==> config.mk <==
export PLATFORM = sky130hd
export DESIGN_NAME = sevenseg_scan_mux_flat
export DESIGN_NICKNAME = d
export VERILOG_FILES = /design/src/rtl/sevenseg_scan_mux_if.sv /design/src/rtl/sevenseg_scan_mux.sv /design/src/flat_wrapper.sv
export SDC_FILE = /design/constraint.sdc
export NUM_CORES = 1
export LEC_CHECK = 0
export ABC_AREA = 1
export BUFFER_PORTS_ARGS = -buffer_cell sky130_fd_sc_hd__clkbuf_2
export CAP_MARGIN = 10
export CORE_UTILIZATION = 55
export CTS_BUF_LIST = sky130_fd_sc_hd__clkbuf_4 sky130_fd_sc_hd__clkbuf_8
export DETAILED_ROUTE_END_ITERATION = 8
export GPL_TIMING_DRIVEN = 0
export PLACE_DENSITY = 0.91
export REMOVE_ABC_BUFFERS = 1
export SYNTH_ARGS = -nofsm -noshare
export SYNTH_HDL_FRONTEND = slang
export SYNTH_SLANG_ARGS = --single-unit
==> constraint.sdc <==
create_clock -name clk_in -period 2.04 [get_ports clk_in]
set_input_delay 0.102 -clock clk_in [delete_from_list [all_inputs] [get_ports clk_in]]
set_output_delay 0.102 -clock clk_in [all_outputs]
set_load 0.01 [all_outputs]
==> src/rtl/sevenseg_scan_mux_if.sv <==
// sevenseg_scan_mux_if: value/control inputs and display drive outputs of the 7-segment scan mux.
interface sevenseg_scan_mux_if;
    logic [31:0] value_in;
    logic [7:0]  dp_in;
    logic        load;
    logic [7:0]  digit_en;
    logic        blank_lz;
    logic [7:0]  an;
    logic [6:0]  seg;
    logic        dp;
    logic        frame_tick;

    modport master (
        output value_in, dp_in, load, digit_en, blank_lz,
        input  an, seg, dp, frame_tick
    );

    modport slave (
        input  value_in, dp_in, load, digit_en, blank_lz,
        output an, seg, dp, frame_tick
    );
endinterface

==> src/rtl/sevenseg_scan_mux.sv <==
// sevenseg_scan_mux: 8-digit time-multiplexed 7-segment driver with frame-synchronous double buffering,
// per-digit enable/dp, leading-zero blanking and a dark dead time at the start of each slot.
module sevenseg_scan_mux #(
    parameter int REFRESH_DIV  = 100000,
    parameter int BLANK_CYCLES = 16
) (
    input logic                clk_in,
    input logic                reset_n,
    sevenseg_scan_mux_if.slave bus
);
    localparam int PW = $clog2(REFRESH_DIV);
    localparam logic [6:0] HEX [16] = '{
        7'b0000001, 7'b1001111, 7'b0010010, 7'b0000110,
        7'b1001100, 7'b0100100, 7'b0100000, 7'b0001111,
        7'b0000000, 7'b0000100, 7'b0001000, 7'b1100000,
        7'b0110001, 7'b1000010, 7'b0110000, 7'b0111000
    };

    logic [PW-1:0] presc;
    logic [2:0]    idx;
    logic [31:0]   shadow_val, disp_val;
    logic [7:0]    shadow_dp, disp_dp;
    logic          pending, wrap, commit, lz, lit;
    logic [7:0]    an_next;
    logic [6:0]    seg_next;
    logic          dp_next;

    // lz: this digit and every digit to its left hold zero
    always_comb begin
        wrap     = presc == PW'(REFRESH_DIV - 1);
        commit   = wrap && idx == 3'd7;
        lz       = bus.blank_lz && idx != 3'd0 && (disp_val >> {idx, 2'b00}) == 32'd0;
        lit      = presc >= PW'(BLANK_CYCLES) && bus.digit_en[idx] && !lz;
        an_next  = lit ? ~(8'd1 << idx) : 8'hFF;
        seg_next = lit ? HEX[disp_val[{idx, 2'b00} +: 4]] : 7'h7F;
        dp_next  = lit ? ~disp_dp[idx] : 1'b1;
    end

    always_ff @(posedge clk_in or negedge reset_n) begin
        if (!reset_n) begin
            presc          <= '0;
            idx            <= '0;
            shadow_val     <= '0;
            shadow_dp      <= '0;
            disp_val       <= '0;
            disp_dp        <= '0;
            pending        <= 1'b0;
            bus.an         <= 8'hFF;
            bus.seg        <= 7'h7F;
            bus.dp         <= 1'b1;
            bus.frame_tick <= 1'b0;
        end else begin
            presc <= wrap ? '0 : presc + 1'b1;
            if (wrap)
                idx <= idx + 3'd1;
            if (bus.load) begin
                shadow_val <= bus.value_in;
                shadow_dp  <= bus.dp_in;
            end
            // a load landing on the commit cycle bypasses the shadow
            if (commit) begin
                if (bus.load) begin
                    disp_val <= bus.value_in;
                    disp_dp  <= bus.dp_in;
                end else if (pending) begin
                    disp_val <= shadow_val;
                    disp_dp  <= shadow_dp;
                end
                pending <= 1'b0;
            end else if (bus.load) begin
                pending <= 1'b1;
            end
            bus.frame_tick <= commit;
            bus.an         <= an_next;
            bus.seg        <= seg_next;
            bus.dp         <= dp_next;
        end
    end
endmodule

==> src/flat_wrapper.sv <==
// flat-port wrapper written by rule: the top's interface ports become plain ports
module sevenseg_scan_mux_flat 
#(
    parameter int REFRESH_DIV  = 100000,
    parameter int BLANK_CYCLES = 16
)
  (clk_in, reset_n, bus_value_in, bus_dp_in, bus_load, bus_digit_en, bus_blank_lz, bus_an, bus_seg, bus_dp, bus_frame_tick);
  sevenseg_scan_mux_if bus_i ();
  input logic clk_in;
  input logic reset_n;
  input wire logic [$bits(bus_i.value_in)-1:0] bus_value_in;
  input wire logic [$bits(bus_i.dp_in)-1:0] bus_dp_in;
  input wire logic [$bits(bus_i.load)-1:0] bus_load;
  input wire logic [$bits(bus_i.digit_en)-1:0] bus_digit_en;
  input wire logic [$bits(bus_i.blank_lz)-1:0] bus_blank_lz;
  output wire logic [$bits(bus_i.an)-1:0] bus_an;
  output wire logic [$bits(bus_i.seg)-1:0] bus_seg;
  output wire logic [$bits(bus_i.dp)-1:0] bus_dp;
  output wire logic [$bits(bus_i.frame_tick)-1:0] bus_frame_tick;
  assign bus_i.value_in = bus_value_in;
  assign bus_i.dp_in = bus_dp_in;
  assign bus_i.load = bus_load;
  assign bus_i.digit_en = bus_digit_en;
  assign bus_i.blank_lz = bus_blank_lz;
  assign bus_an = bus_i.an;
  assign bus_seg = bus_i.seg;
  assign bus_dp = bus_i.dp;
  assign bus_frame_tick = bus_i.frame_tick;
  sevenseg_scan_mux #(.REFRESH_DIV(REFRESH_DIV), .BLANK_CYCLES(BLANK_CYCLES)) u_core (.clk_in(clk_in), .reset_n(reset_n), .bus(bus_i));
endmodule
# After elaboration in Yosys (flattened, before gate mapping)

Memories as Yosys holds them, arrays and structs flattened.
Cells that the tools add are included.

Output and inout port bits: 17
Memories: 1
Flip-flop bits (word level): 118
Word-level logic and storage cells: 52
Bits of input ports: 52
Memory bits (read-only): 112

Memories:

| memory           | depth | bits a word | rd ports | clocked after Yosys merged registers in | write ports | line                    | source |
|---|---|---|---|---|---|---|---|
| (name not given) | 16    | 7           | 1        | 0                                       | 0           | sevenseg_scan_mux.sv:35 | `seg_next = lit ? HEX[disp_val[{idx, 2'b00} +: 4]] : 7'h7F;` |

Equality and inequality tests: 2
Shift operators: 3
Bitwise operators: 3
Add/sub/neg operators: 2
Multiplexer cells: 16
Reduce and logical (&&, ||, !) cells: 11
Magnitude comparators: 3

Operators by type and width:

| kind                    | count |
|---|---|
| $mux W32                | 2 |
| $logic_not A32 Y1       | 1 |
| $shiftx A32 B6 Y4       | 1 |
| $shr A32 B5 Y32         | 1 |
| $mux W8                 | 3 |
| $mux W7                 | 3 |
| $add A17 B1 Y17 const B | 1 |
| $eq A17 B17 Y1 const B  | 1 |
| $ge A17 B5 Y1 const B   | 1 |
| $mux W17                | 1 |
| $not A8 Y8              | 1 |
| $shl A1 B3 Y8 const A   | 1 |
| $bmux W1 S3             | 2 |
| $ge A5 B5 Y1 const B    | 1 |
| $logic_and A1 B1 Y1     | 5 |
| $mux W1                 | 5 |
| $not A4 Y5              | 1 |
| $lt A3 B4 Y1 const B    | 1 |
| $reduce_bool A2 Y1      | 2 |
| $add A3 B1 Y3 const B   | 1 |
| $eq A3 B3 Y1 const B    | 1 |
| $reduce_bool A3 Y1      | 1 |
| $reduce_and A2 Y1       | 1 |
| $logic_not A1 Y1        | 1 |
| $not A1 Y1              | 1 |

# Longest topological paths before layout

Word-level depth: 6
Gate-level depth with buffers: 19
Mapped depth without buffers: 16

# Worst setup path before layout

OpenSTA, ideal clock, no wires.

Path type: reg2reg
Start: reg u_core.idx[0]
End: reg u_core.bus.an[0]
Clock period less this slack: 2.265 ns
Required time: 1.974 ns
Cell stages (with the launch flop): 20
Arrival time: 2.199 ns
Library setup time: 0.066 ns
Path buffers: 4
Path slack: -0.225 ns
Path through: dfrtp_1 buf_6 inv_4 buf_6 buf_6 nand2_1 nand3_1 nand3_1 nand2_1 inv_1 ha_1 nand2_1 nor2_1 nand3_1 nor2_1 nand2_2 nor2_2 nand3_4 buf_6 nand3_1

Word-level cells in the longest chain between the ends: 6
Elaborated cells between the ends (all ways): 13
Classes of those cells: 2 x shift; 3 x mux; 1 x bitwise; 7 x reduce/logical

Ends and longest elaborated chain:

| what                                                     | line                       | source |
|---|---|---|
| from (decl)                                              | sevenseg_scan_mux.sv:20    | `logic [2:0] idx;` |
| from (signal assigned)                                   | sevenseg_scan_mux.sv:55    | `idx <= idx + 3'd1;` |
| $shr A32 B5 Y32 or $reduce_bool A3 Y1 (tied branches)    | sevenseg_scan_mux.sv:32    | `lz = bus.blank_lz && idx != 3'd0 && (disp_val >> {idx, 2'b00}) == 32'd0;` |
| $logic_not A32 Y1 or $logic_and A1 B1 Y1 (tied branches) | sevenseg_scan_mux.sv:32    |  |
| $logic_and A1 B1 Y1                                      | sevenseg_scan_mux.sv:32    |  |
| $logic_not A1 Y1                                         | sevenseg_scan_mux.sv:33    | `lit = presc >= PW'(BLANK_CYCLES) && bus.digit_en[idx] && !lz;` |
| $logic_and A1 B1 Y1                                      | sevenseg_scan_mux.sv:33    |  |
| $mux W8 *                                                | sevenseg_scan_mux.sv:34    | `an_next = lit ? ~(8'd1 << idx) : 8'hFF;` |
| net u_core.an_next[0]                                    | sevenseg_scan_mux.sv:24    | `logic [7:0] an_next;` |
| to (signal assigned)                                     | sevenseg_scan_mux.sv:74    | `bus.an <= an_next;` |
| to (decl)                                                | sevenseg_scan_mux_if.sv:20 | `output an, seg, dp, frame_tick` |

The timed path passes the listed nets; every way through them passes the cells marked *. The select of a mux whose other input is x is not followed.
A chain may end at the register's enable or synchronous reset.

# Worst setup path after layout

Start: reg u_core.idx[0]
End: reg u_core.bus.an[1]

Same word-level chain as after synthesis.

==> results.md <==
* Outcome: finished, violations left
* Failing checks: negative setup slack
* Mean Syn Cell Area at 7.75 um2
* Setup CP Type: reg -> reg
* Hold Path Class: in -> async
* WL met1 at 6.61 mm
* Slew Limit Fails at 0
* CP max FO at 8
* Final TNS setup at -5.58 ns
* Fmax at 0.417 GHz
* Minimum clock period at 2.40 ns
* Sequential Power Share at 45.2%
* Worst EP arrival at 2.79 ns
* Routed wire per std cell at 16.8 um
* Synth Warn # at 0
* Clock root cell: clkbuf_8
* Flops & latches, synth at 118
* Detailed Routing Iterations Pass 1 at 6
* Switching share of power at 21.5%
* I/O pins at 69
* Row Count at 38
* Setup violators final at 29
* Req. time, crit path at 2.43 ns
* H-tree Lvls at 4
* Crit end category: flip-flop
* Setup crit start: u_core.idx[0]
* GR Util All Layers at 30.5%
* Power Density at 678 nW/um2
* Yosys top cell area share at 42.0%
* PortBufs at 68
* GRT overflow at 0
* Worst-margin pin slew at 1.02 ns
* Reg2Reg Setup Slack at -0.36 ns
* Tcrit/Tclk final at 118%
* Post-Syn Instances at 785
* ANT nets after route at 0
* Die width at 107 um
* Area Overhead vs Synth at 31.1%
* Inserted Clock Buffers at 17
* VDD IR max at 620 uV
* Clock Sinks at 118
* FF+latch area at 2980 um2
* Layout cells sized above 1 at 24.0%
* Starting Density at 56.4%
* Fillers at 707
* Clock Skew at 0.0124 ns
* Largest net degree at the start of global routing at 119
* Final Hold Viols at 0
* Sequential fraction of the synthesis area at 48.9%
* Fin nets at 985
* DRC Markers at 0
* Synthesized area at 6080 um2
* Slew HR at 31.8%
* Max-cap violations at 0
* Vias in the first global route at 5757
* Die Area at 11500 um2
* GPL Wtd Cong at 0.883
* WL met3 at 1.59 mm
* Clock Latency Late Sink at 0.46 ns
* Post-DP HPWL at 8.22 mm
* Reg2reg start: u_core.idx[0]
* Clock network power share at 49.0%
* Core area at 10800 um2
* Die Ht at 107 um
* DR vias at 6049
* RSZ-0062 raised after global routing: yes
* Post-synth cell types at 36
* Met2 wire length at 8.96 mm
* Synth top area cells: dfrtp_1 42%, nand2_1 21%, nand3_1 8.1%
* Post-layout util at 73.9%
* CTS Buffer Depth at 2
* Switching Power at 0.00116 W
* Initial antenna violation count at 0
* Clock Pin Slew Worst Setup and Hold Paths at 0.07 ns
* Area of the multi-input gates at 2900 um2
* Total Wirelength at 18.0 mm
* Lkg Pwr at 4.22 nW
* CTS tree: done
* Initial DRC Count at 808
* Combinational share of power at 5.8%
* Worst setup SP type: flip-flop
* Internal Pwr Total at 0.00425 W
* ANT cells at 0
* Top Metal Used: met4
* Dominant cell type by area after synthesis: dfrtp_1
* First-pass GRT wire length at 26.7 mm
* Post-route setup slack at -0.359 ns
* Vias per cell at 5.64
==> worst paths after layout <==
path	cells past startpoint	endpoint
min	2	u_core.presc[4]
max	16	u_core.bus.an[1]
min in group clk_in	9	u_core.bus.an[5]
max in group asynchronous	2	u_core.idx[0]
min reg2reg	2	u_core.shadow_val[6]
max reg2reg	16	u_core.bus.an[1]
==> cell families after synthesis <==
family	after synthesis	share of synthesized area (%)
AOI/OAI and AO/OA	33	3.29
xor gates and xnor gates	4	0.576
adders and majority gates	14	2.88
buffers and inverters	103	8.60
DFF	118	48.9
and+or+nand+nor	513	35.8
==> cell type report <==
type,instances,share of cell area (%)
timing repair buffer,145,14.2
multi-input combinational,570,36.4
clock buffer,23,3.66
inverter,65,3.48
tap,140,2.20
clock inverter,9,2.46
sequential,118,37.4
timing repair inverter,2,0.220
==> routing by layer <==
metal / GRT usage, % / vias up
li1: - / 2747
met1: 36.3 / 2809
met2: 52.3 / 394
met3: 6.99 / 99
met4: 14.5 / 0
met5: 0 / -
==> critical path, stage by stage, from the launching register on <==
cell     delay, ns
dfrtp_4       0.50
buf_12        0.16
buf_8         0.14
nand2_4       0.07
nand3_2       0.08
nand3_2       0.10
nand2_4       0.07
inv_4         0.07
ha_4          0.13
nand2_2       0.05
nor2_2        0.12
nand3_1       0.09
nor2_1        0.14
nand2_2       0.08
nor2_4        0.17
nand3_4       0.20
nand3_2       0.14
==> power by group through the flow <==
stage	registers, W	clock network (W)	logic, W
after floorplan	0.00248	0	0.0000965
after global placement	0.00248	0	0.000233
after detailed placement	0.00248	0	0.000241
after CTS	0.00244	0.00264	0.000307
after global routing	0.00245	0.00274	0.000358
final	0.00244	0.00265	0.000316
==> cells in the mapped netlist <==
library cell	instances
a21oi_1	6
a31oi_1	1
a32o_1	1
a32oi_4	1
and2_1	1
buf_2	2
buf_4	7
buf_6	14
clkbuf_1	15
dfrtp_1	102
dfstp_2	16
ha_1	14
inv_1	63
inv_2	1
inv_4	1
nand2_1	342
nand2_2	7
nand2_4	1
nand3_1	98
nand3_2	1
nand3_4	1
nand3b_1	3
nand4_1	7
nor2_1	32
nor2_2	2
nor2_4	1
nor3_1	11
nor3_2	2
nor3b_1	2
o211ai_1	2
o21ai_0	16
o21ai_1	5
o22ai_1	1
or2_2	2
xnor2_1	1
xor2_1	3
==> state kept, by name, summed over array words and instances (netlist names) <==
name                   cells
u_core.shadow_val         32
u_core.presc              17
u_core.bus.seg             7
u_core.bus.dp              1
u_core.pending             1
u_core.disp_dp             8
u_core.bus.frame_tick      1
u_core.bus.an              8
u_core.shadow_dp           8
u_core.idx                 3
u_core.disp_val           32
==> metrics by stage <==
step                      total power [W]  cell area [um2]  hold WS, ns  cells  setup slack, ns
after floorplan                   0.00258             5810       -0.194    747           -0.657
after global placement            0.00272             6320        0.335    955            -1.47
after detailed placement          0.00273             6330        0.294    955            -1.55
after CTS                         0.00539             7640        0.266   1050           -0.204
after global routing              0.00555             7980        0.318   1072           -0.392
final                             0.00541             7980        0.308   1072           -0.359
==> cell usage in the layout (no fill, tap or decap), types with 3 or more instances in the layout <==
master	synthesis	layout
a21oi_1	6	6
buf_12	0	5
buf_4	7	25
bufinv_16	0	6
clkbuf_2	0	67
clkbuf_4	0	4
clkbuf_8	0	20
clkinvlp_4	0	3
dfrtp_1	102	99
dfstp_2	16	16
dlygate4sd3_1	0	41
ha_1	14	11
inv_1	63	59
nand2_1	342	326
nand2_2	7	17
nand2_4	1	7
nand3_1	98	82
nand3_2	1	15
nand3_4	1	4
nand3b_1	3	3
nand4_1	7	7
nor2_1	32	30
nor2_4	1	6
nor3_1	11	11
o21ai_0	16	16
o21ai_1	5	4
xor2_1	3	3
==> repair_timing <==
action,CTS,global route
setup buffers,17,18
setup endpoints to repair,59,60
pin swaps,21,18
hold buffers,41,0
gates resized for setup,59,21
cloned,5,3
hold endpoints to repair,148,0
Note: power is estimated with default switching activity, not from simulation.
